## config.mk

```make
export PLATFORM = sky130hd
export DESIGN_NAME = imem_fetch_controller
export DESIGN_NICKNAME = d
export VERILOG_FILES = /design/src/rtl/imem_fetch_controller.sv
export SDC_FILE = /design/constraint.sdc
export NUM_CORES = 1
export LEC_CHECK = 0
export ABC_AREA = 1
export BUFFER_PORTS_ARGS = -buffer_cell sky130_fd_sc_hd__buf_2
export CAP_MARGIN = 40
export CORE_MARGIN = 2
export CORE_UTILIZATION = 49
export CTS_CLUSTER_SIZE = 20
export DETAILED_ROUTE_END_ITERATION = 10
export GPL_ROUTABILITY_DRIVEN = 0
export PLACE_DENSITY = 0.77
export SETUP_SLACK_MARGIN = 0.02
export SYNTH_ARGS = -nofsm -noshare
export SYNTH_HDL_FRONTEND = slang
export SYNTH_SLANG_ARGS = --single-unit
```

## constraint.sdc

```tcl
create_clock -name clk -period 4.7 [get_ports clk]
set_input_delay 0.47 -clock clk [delete_from_list [all_inputs] [get_ports clk]]
set_output_delay 0.47 -clock clk [all_outputs]
set_load 0.05 [all_outputs]
```

## src/rtl/imem_fetch_controller.sv

```systemverilog
// imem_fetch_controller
//   Owns the fetch PC, keeps at most one read outstanding to the instruction
//   memory, and buffers returned words in a 2-entry queue for decode.
//   Redirects from execute flush the queue and retarget the PC.
//   Optional: define IMEM_FETCH_BOUND_CHECK_EN to replace fetches outside the
//   text segment with a NOP and raise a sticky fetch_fault.
module imem_fetch_controller #(
   parameter logic [31:0] TEXT_BASE  = 32'h00400000,
   parameter int          TEXT_WORDS = 18,
   parameter int          QDEPTH     = 2
) (
   input  logic        clk,
   input  logic        rst_n,
   output logic        imem_req,
   output logic [31:0] imem_addr,
   input  logic        imem_valid,
   input  logic [31:0] imem_rdata,
   input  logic        redirect_valid,
   input  logic [31:0] redirect_pc,
   output logic        instr_valid,
   input  logic        instr_ready,
   output logic [31:0] instr_out,
   output logic [31:0] pc_out,
   output logic        fetch_fault
);

   // Queue indexing below relies on exactly two entries.
   generate
      if (QDEPTH != 2 || TEXT_WORDS < 1) begin : g_cfg_check
         $error("imem_fetch_controller: QDEPTH must be 2 and TEXT_WORDS >= 1");
      end
   endgenerate

   localparam logic [0:0] S_ISSUE = 1'b0;
   localparam logic [0:0] S_WAIT  = 1'b1;

   logic [0:0]  state;
   logic [31:0] pc;
   logic [31:0] req_pc;
   logic        discard;

   logic [31:0] q_pc  [0:1];
   logic [31:0] q_ins [0:1];
   logic        rd_ptr;
   logic        wr_ptr;
   logic [1:0]  count;

   logic        in_text;
   logic        can_issue;
   logic        issue_mem;
   logic        nop_push;
   logic        resp;
   logic        push;
   logic        pop;
   logic [31:0] push_pc;
   logic [31:0] push_ins;
   logic [31:0] redir_tgt;

`ifdef IMEM_FETCH_BOUND_CHECK_EN
   localparam logic [31:0] TEXT_END = TEXT_BASE + 32'(4 * TEXT_WORDS);
   assign in_text = (pc >= TEXT_BASE) && (pc < TEXT_END);
`else
   assign in_text = 1'b1;
`endif

   assign redir_tgt = {redirect_pc[31:2], 2'b00};

   // The outstanding slot is implicit: requests only leave ISSUE, so in ISSUE
   // nothing is in flight and a free queue entry is enough to issue.
   assign can_issue = (state == S_ISSUE) && (int'(count) < QDEPTH) && !redirect_valid;
   assign issue_mem = can_issue && in_text;
   assign nop_push  = can_issue && !in_text;
   assign resp      = (state == S_WAIT) && imem_valid;

   // Gated by rst_n so the strobe is quiet while reset is held.
   assign imem_req  = issue_mem && rst_n;
   assign imem_addr = (state == S_WAIT) ? req_pc : pc;

   // Words arriving with a redirect or while a discard is pending are dropped.
   assign push     = (resp && !discard && !redirect_valid) || nop_push;
   assign push_pc  = nop_push ? pc : req_pc;
   assign push_ins = nop_push ? 32'h00000000 : imem_rdata;

   assign instr_valid = (count != 2'd0);
   assign pop         = instr_valid && instr_ready;
   assign instr_out   = instr_valid ? q_ins[rd_ptr] : 32'h00000000;
   assign pc_out      = instr_valid ? q_pc[rd_ptr]  : 32'h00000000;

   // Fetch FSM: PC, request bookkeeping and stale-response discard.
   always_ff @(posedge clk or negedge rst_n) begin
      if (!rst_n) begin
         state   <= S_ISSUE;
         pc      <= TEXT_BASE;
         req_pc  <= TEXT_BASE;
         discard <= 1'b0;
      end else begin
         case (state)
            S_ISSUE: begin
               if (redirect_valid) begin
                  pc <= redir_tgt;
               end else if (issue_mem) begin
                  req_pc <= pc;
                  pc     <= pc + 32'd4;
                  state  <= S_WAIT;
               end else if (nop_push) begin
                  pc <= pc + 32'd4;
               end
            end
            default: begin
               if (redirect_valid) begin
                  pc <= redir_tgt;
                  if (imem_valid) begin
                     state   <= S_ISSUE;
                     discard <= 1'b0;
                  end else begin
                     discard <= 1'b1;
                  end
               end else if (imem_valid) begin
                  state   <= S_ISSUE;
                  discard <= 1'b0;
               end
            end
         endcase
      end
   end

   // Two-entry fetch queue; a redirect flushes it after any same-cycle pop.
   always_ff @(posedge clk or negedge rst_n) begin
      if (!rst_n) begin
         q_pc[0]  <= 32'h0;
         q_pc[1]  <= 32'h0;
         q_ins[0] <= 32'h0;
         q_ins[1] <= 32'h0;
         rd_ptr   <= 1'b0;
         wr_ptr   <= 1'b0;
         count    <= 2'd0;
      end else if (redirect_valid) begin
         rd_ptr <= 1'b0;
         wr_ptr <= 1'b0;
         count  <= 2'd0;
      end else begin
         if (push) begin
            q_pc[wr_ptr]  <= push_pc;
            q_ins[wr_ptr] <= push_ins;
            wr_ptr        <= ~wr_ptr;
         end
         if (pop) rd_ptr <= ~rd_ptr;
         count <= count + {1'b0, push} - {1'b0, pop};
      end
   end

`ifdef IMEM_FETCH_BOUND_CHECK_EN
   // Sticky out-of-text fetch flag, cleared only by reset.
   always_ff @(posedge clk or negedge rst_n) begin
      if (!rst_n)        fetch_fault <= 1'b0;
      else if (nop_push) fetch_fault <= 1'b1;
   end
`else
   assign fetch_fault = 1'b0;
`endif

endmodule

```

==> results list, run 1 <==
- The run finished with clean final reports.
- Total number of placement rows: 50
* Clock root buffer master: clkbuf_16
* Tightest Pin Transition: 0.842 ns
- Die width: 142 um
- Core Footprint: 18,700 um2
- Most used routing layer in global routing: met2
- Multiplexer share of the synthesized area: 0%
* Total Negative Setup Slacks: 0 ns
- In this run the worst path has a maximum fanout of 45.
- Data arrival, critical path: 2.45 ns
- DRC errors left: 0
* Worst endpoint required time: 4.23 ns
- For the worst-skew pair, the clock arrives at the later sink with an insertion delay of 0.43 ns.
* Element type at the critical path start: flip-flop
* Clock Skew: 0.0107 ns
* Die footprint: 20,200 um2
- Main combinational cell family by area after synthesis: simple AND/OR/NAND/NOR gates
- Count of yosys warnings during synthesis: 0
- 168 I/O pins were placed.
- Commonest register cell after synthesis: dfrtp_1
* Share of flip-flops with an asynchronous set or reset: 100%
- Rel. slew slack: 43.9%
- Setup repair after global routing left no endpoint under its margin.
* First-pass GRT wire length: 37,600 um
- Area share of the largest cell type after synthesis: 50.4%
- Once layout is complete, the utilization of the core stands at 57.6%.
- Post-synth EDFFs: 0
* End of the worst register-to-register path: q_pc[14]
- Maximum capacitance violations: 0
- Avg Cell Area, Syn: 7.62 um2
* Vertical die dimension: 142 um
- All-layer global routing usage: 23.1%
- The worst setup path is captured at a primary output.
* Final slew viol count: 0
- Pin count of the biggest net entering global routing: 89
- Total number of vias: 8,336
- The critical path starts at state.
* Area growth syn-to-layout: 15.4%
- The netlist uses 37 different library cells.
- Counting every sink on the clock net gives 190.
* Clock slew at the register clock pins of the worst setup and hold paths: 0.07 ns
- Cell types with the largest area share after synthesis: dfrtp_1 50%, nand2_1 17%, o21ai_0 7.7%
- Summing the areas of all fa, ha and maj instances in the mapped netlist gives 0.402% of the synthesized area.
* Slowest cell on the critical path: dfrtp_1
- The pre-antenna-repair detailed-routing pass consisted of 5 iterations.
- The net count of the finished layout is 1,420.
- Commonest cells in the netlist: 414 x nand2_1, 188 x dfrtp_1, 144 x o21ai_0
- Number of stages on the worst setup path: 4
- Avg WL per Cell: 14.5 um
- I/O Buffers: 160
- The synthesized netlist devotes 22.5% of its cell area to simple gates.
* Areal power density over the cells: 677 nW/um2
- Following the worst setup path forward leads to its endpoint at imem_req.
* Setup CP Type: reg2out
- Based on the critical path, the design can be clocked at up to 342 MHz.
- The wire-length estimate of the detail-placed layout is 15,500 um.
* Most common cell in the synthesized netlist: nand2_1
- Reg-to-reg slack, setup: 1.92 ns
* Initial antenna violation count: 0
- In this run the static leakage power is 5.44 nW.
- The worst hold path belongs to the class in2async.
- The repair_antennas step left the layout with diodes totalling 0.
- In the global route stage, met2 resource usage came out at 34.9%.
- Critical Path Most Common Cell: nor2_1
- On the worst path, the slowest cell contributes a delay of 0.67 ns.
- In this run the remaining antenna-violating nets after routing total 0.
- The final-report hold violation count is 0.
- Fraction of final layout cells with drive strength greater than 1: 16.3%
- The biggest area contributor in the post-synthesis netlist is dfrtp_1.
* Worst supply voltage drop on vdd: 0.000321 V
- Fill cells in the final layout number 1,720.
- Broken down by cell family, the worst path's largest delay share belongs to simple AND/OR/NAND/NOR gates.
- Sequential elements use 50.9% of the synthesized area.
- Using the TritonRoute via totals, the vias-per-cell ratio works out to 5.23.
* Met3 capacity usage during global routing: 4.31%
- TritonCTS created 17 clock buffers.
* Setup-failing EPs final: 0
* Synthesized cell area: 9340 um2
* Count of buffering cells on the critical path with inverters included: 1
* Power Total: 7.29 mW
* Initial Util: 49.9%
* Share of the synthesized netlist area taken by xor and xnor gates: 0.469%
* Worst-case reg-to-reg path depth: 6
* Level count of the clock H-tree: 4
- After routing the design area is 10,800 um2.
- The signal on the critical path passes through nor2_1 > nand2_2 > nor2_1 > buf_2.
- The synthesized netlist devotes 16.6% of its cell area to compound gates.
- Summed over all layers, the routed wires come to 23,100 um.
- Once the clock tree was built, the resizer swapped 0 gates to a different size.
- Clock tree from TritonCTS: done
* Minimum clock period after layout: 2.92 ns
- Total cell area at the placement stage: 10,200 um2
- Number of buffers between clock root and the deepest sink: 2
* Beginning of the worst register-to-register path: state
- The synthesized design contains 190 register bits.
* Cts hold-fix bufs: 0
- The worst path uses 62.1% of the clock period.
* Via count of the first global-routing pass: 7,516
- 1st-iter DRT viols: 593
* Met1 Resource Use GR: 33.4%
* Overflow left after global routing: 0
* Post-Synthesis Cells: 1,225
* Post CTS Setup Buffer Count: 0
[placed cells by master (no fill, tap or decap), types with 2 or more instances in the layout]
| cell | netlist | routed |
|---|---|---|
| nand2_1 | 414 | 414 |
| dfrtp_1 | 188 | 187 |
| buf_2 | 13 | 159 |
| o21ai_0 | 144 | 144 |
| inv_1 | 117 | 117 |
| a21oi_1 | 79 | 79 |
| nor2_1 | 64 | 63 |
| o21ai_1 | 61 | 61 |
| nand3_1 | 34 | 34 |
| clkbuf_16 | 0 | 17 |
| buf_4 | 5 | 11 |
| clkinvlp_4 | 0 | 6 |
| o22ai_1 | 5 | 5 |
| conb_1 | 1 | 5 |
| o211ai_1 | 4 | 4 |
| xor2_1 | 4 | 4 |
| nor3_1 | 4 | 4 |
| a22oi_1 | 4 | 4 |
| clkinv_4 | 0 | 4 |
| nand4_1 | 3 | 3 |
| nor2_4 | 2 | 3 |
| inv_2 | 3 | 3 |
| nand2_2 | 4 | 3 |
| ha_1 | 3 | 3 |
| clkinv_2 | 0 | 3 |
| a31oi_1 | 2 | 2 |
| buf_16 | 0 | 2 |
| dfstp_2 | 2 | 2 |
[final cells by class]
cell class,instances,area (um2),area share [%]
Sequential cell,190,4760,44.2
Multi-Input combinational cell,845,3770,35.0
Clock inverter,13,95.1,0.883
Clock buffer,19,443,4.11
Timing Repair Buffer,174,965,8.95
Inverter,120,450,4.18
Tap cell,234,293,2.72
[layer usage]
layer | part of all wire [%] | vias to the layer above
met5 | 0 | -
li1 | - | 4146
met2 | 44 | 327
met3 | 6.9 | 34
met1 | 46 | 3829
met4 | 2.3 | 0
[kinds of logic after synthesis]
logic type / Yosys count
buffers and inverters: 194
DFF: 190
AOI/OAI and AO/OA: 302
and+or+nand+nor: 530
other: 1
xor gates and xnor gates: 5
adders and majority gates: 3
[state kept, by name, summed over array words and instances, names as in the netlist]
name and count:
push_pc 30, q_ins 64, count 2, discard 1
state 1, rd_ptr 1, q_pc 60, wr_ptr 1
pc 30
[stage by stage]
stage	hold WS (ns)	setup WS, ns	cells
final	0.0265	1.78	1595
after global routing	0.0555	1.58	1595
after CTS	0.0404	1.79	1595
after detailed placement	0.473	1.97	1563
after global placement	0.465	1.73	1560
after floorplan	0.174	2.36	1229
[worst min-delay path by stage]
stage                   start   endpoint  cells after the start
floorplan               rst_n   count[0]                      0
global placement    q_ins[25]  q_ins[25]                      2
detailed placement   q_pc[38]   q_pc[38]                      2
CTS                     rst_n  q_ins[37]                      1
global route            rst_n  q_ins[34]                      1
finish                  rst_n  q_ins[37]                      1
[report_power, final]
group | total, mW | internal (mW) | switching (mW) | leakage [nW]
registers | 2.81 | 2.33 | 0.477 | 2.38
clock network | 1.32 | 0.690 | 0.631 | 0.247
logic | 3.16 | 0.827 | 2.33 | 2.82
No activity file was read; power rests on OpenSTA's default activity.
==> inputs of run 2 (changes only) <==
Clock period 4.7 ns to 2.8 ns, I/O delays scaled along.
==> run 2 against run 1 <==
Register-to-register slack lost 1.6 ns. Core utilization grew 0.17 points. Combinational power grew 70%. Routed wire length grew 0.61%. Critical endpoint is now pc[20].
==> results list, run 2 (synthesized netlist as in run 1, its figures left out) <==
- The number of design rule violations left after detail routing is 0 (unchanged).
* Path category of the worst min-delay check: in2async
- Max FFs per register: 64 (unchanged)
- Worst-case reg-to-reg path depth: 7 (+1)
- Setup-failing EPs final: 0 (unchanged)
- Level count of the clock H-tree: 4 (unchanged)
- The clock edge transition at the registers on the reported setup and hold paths came to 0.07 ns (about the same).
- The clock sink count was 190 (unchanged).
- The total number of placement rows is 50 (unchanged).
- The library cell used most frequently in the layout, excluding fill and tap cells, is nand2_1.
- Clock Skew: 0.00898 ns (-0.00168 ns)
- The largest vdd supply drop is 0.000628 V (+96%).
- The count of TritonRoute iterations in the first routing pass came to 6 (+1).
* Final slew viol count: 0 (unchanged)
- The worst setup path is launched from a flip-flop.
- Kind of end point of the critical path: flip-flop
* Crit path largest cell delay: 0.64 ns (-0.03 ns)
- The first-pass GRT wire length was 37,900 um (+0.66%).
- The number of antenna violations at the first check in global routing was 1 (+1).
- The standby leakage power was 5.47 nW (+0.44%).
- Worst endpoint required time: 3.16 ns (-1.07 ns)
- The cell that appears most often on the critical path is nor2_1.
- The pin count of the biggest net entering global routing was 191 (+110%).
- Cell count after placement: 1,564 (+0.064%)
- The area growth from synthesis to layout is 15.7%.
- Final worst path period share: 87.9%
- Layout Cells excl Fill: 1,597 (+0.13%)
- 1st-iter DRT viols: 747 (+26%)
* Post CTS Setup Buffer Count: 0 (unchanged)
- Minimum clock period after layout: 2.46 ns
* Boundary Pins: 168 (unchanged)
* Beginning of the worst register-to-register path: count[1]
- Status: complete, no violations
- The worst reg-to-reg setup slack came to 0.34 ns (-1.58 ns).
- Final core utilization: 57.8% (+0.17 points)
* Biggest register: q_ins
* I/O Buffers: 160 (unchanged)
* Number of fill cells: 1,728 (+0.47%)
* DRT Wirelength: 23,300 um (+0.61%)
* Setup CP Type: reg2reg
* Via count of the first global-routing pass: 7,612 (+1.3%)
* Power Total: 12.3 mW (+68%)
- Traced cell by cell, the critical path runs through nor2_1 > buf_4 > nor2_1 > inv_1 > nand2_1 > o22ai_1 > a21oi_1.
* Number of buffers between clock root and the deepest sink: 2 (unchanged)
- The total of max-cap violations came to 0 (unchanged).
- The arrival time of data at the critical path endpoint came to 2.82 ns (+0.37 ns).
* Fraction of final layout cells with drive strength greater than 1: 16.4% (+0.061 points)
- The initial core utilization was 49.9% (unchanged).
- Tightest Pin Transition: 1.05 ns (+0.204 ns)
- Rel. slew slack: 30.3% (-14 points)
* DR vias/cell: 5.22 (-0.16%)
* Core Footprint: 18,700 um2 (unchanged)
- The number of nets still failing antenna checks after routing was 0 (unchanged).
- For this design, the slowest cell found on the critical path is nor2_1.
- The most critical setup path has its endpoint at pc[20].
* Total cell area at the placement stage: 10,300 um2 (+0.29%)
- The sum of negative setup slack is 0 ns (unchanged).
- The area of the die was 20,200 um2 (unchanged).
- Latest clock arrival within the worst-skew pair: 0.42 ns (about the same)
- The endpoint identified for the worst register-to-register timing path is pc[20].
* Top Registers: q_ins: 64 flops, q_pc: 60 flops
- Unrepaired setup endpoints after global routing: no
- Commonest cells after routing, fill and taps aside: 414 x nand2_1, 187 x dfrtp_1, 159 x buf_2
- The area of the multi-input gates came to 3770 um2 (unchanged).
- The placed wire-length estimate after detailed placement was 15,300 um (-1.0%).
* Final-stage net count: 1,421 (+0.070%)
- The total power divided by cell area came to 1140 nW/um2 (+68%).
- The all-layer global routing usage was 23.3% (+0.27 points).
- Final design instance area without fill: 10,800 um2 (+0.29%)
- The CTS buffer count is 17 (unchanged).
- The maximum fanout along the worst path came to 22 (-51%).
* Total count of hold-check failures in the final report: 0 (unchanged)
- Start point of the critical path: count[1]
* Clock root buffer master: clkbuf_16
- Die width: 142 um (unchanged)
- Cts hold-fix bufs: 0 (unchanged)
* Overflow left after global routing: 0 (unchanged)
- Achievable clock frequency: 406 MHz
* Vertical die dimension: 142 um (unchanged)
* Total area of sequential cells: 4760 um2 (unchanged)
* Quantity of gates resized following cts: 0 (unchanged)
- Avg WL per Cell: 14.6 um (+0.48%)
* Clock tree from TritonCTS: done
- Total number of vias: 8,333 (-0.036%)
## run 2: critical path: cells and delay by family (launching register included)
family                 cells  cell delay (ns)
AO/OA/AOI/OAI              2             0.22
buffers and inverters      2             0.79
flip-flops                 1             0.47
AND/OR/NAND/NOR            3             0.90
## run 2: worst min path at each step
stage / endpoint / slack (ns) / cells after the start
finish: q_ins[1] / 0.02 / 2
global route: pc[13] / 0.06 / 3
CTS: pc[13] / 0.07 / 3
detailed placement: q_pc[31] / 0.47 / 2
global placement: q_ins[28] / 0.46 / 2
floorplan: count[0] / -0.02 / 0
## run 2: metal layers
metal	GRT usage (%)	routed length (um)	vias to the layer above	share of wire, %
li1	-	-	4148	-
met1	33.9	10800	3842	46
met2	35.7	10400	309	45
met3	4.17	1680	34	7.2
met4	7.42	409	0	1.8
met5	0	0	-	0
## run 2: final cells by class
| type | instances | share of cell area (%) |
|---|---|---|
| Antenna cell | 1 | 0.0232 |
| Timing Repair Buffer | 175 | 9.21 |
| Sequential cell | 190 | 44.0 |
| Multi-Input combinational cell | 845 | 34.9 |
| Clock buffer | 19 | 4.10 |
| Inverter | 120 | 4.17 |
| Tap cell | 234 | 2.71 |
| Clock inverter | 13 | 0.868 |
## run 2: where the power goes
group | internal, mW | switching, mW | total, mW
clock network | 1.16 | 1.05 | 2.21
registers | 3.91 | 0.782 | 4.70
logic | 1.42 | 3.96 | 5.38
total | 6.50 | 5.79 | 12.3
## run 2: per-stage QoR
step                setup WS, ns  hold WS [ns]
floorplan                  0.647       -0.0156
global placement           0.485         0.465
detailed placement         0.436         0.473
CTS                        0.390        0.0658
global route               0.176        0.0648
finish                     0.338        0.0203
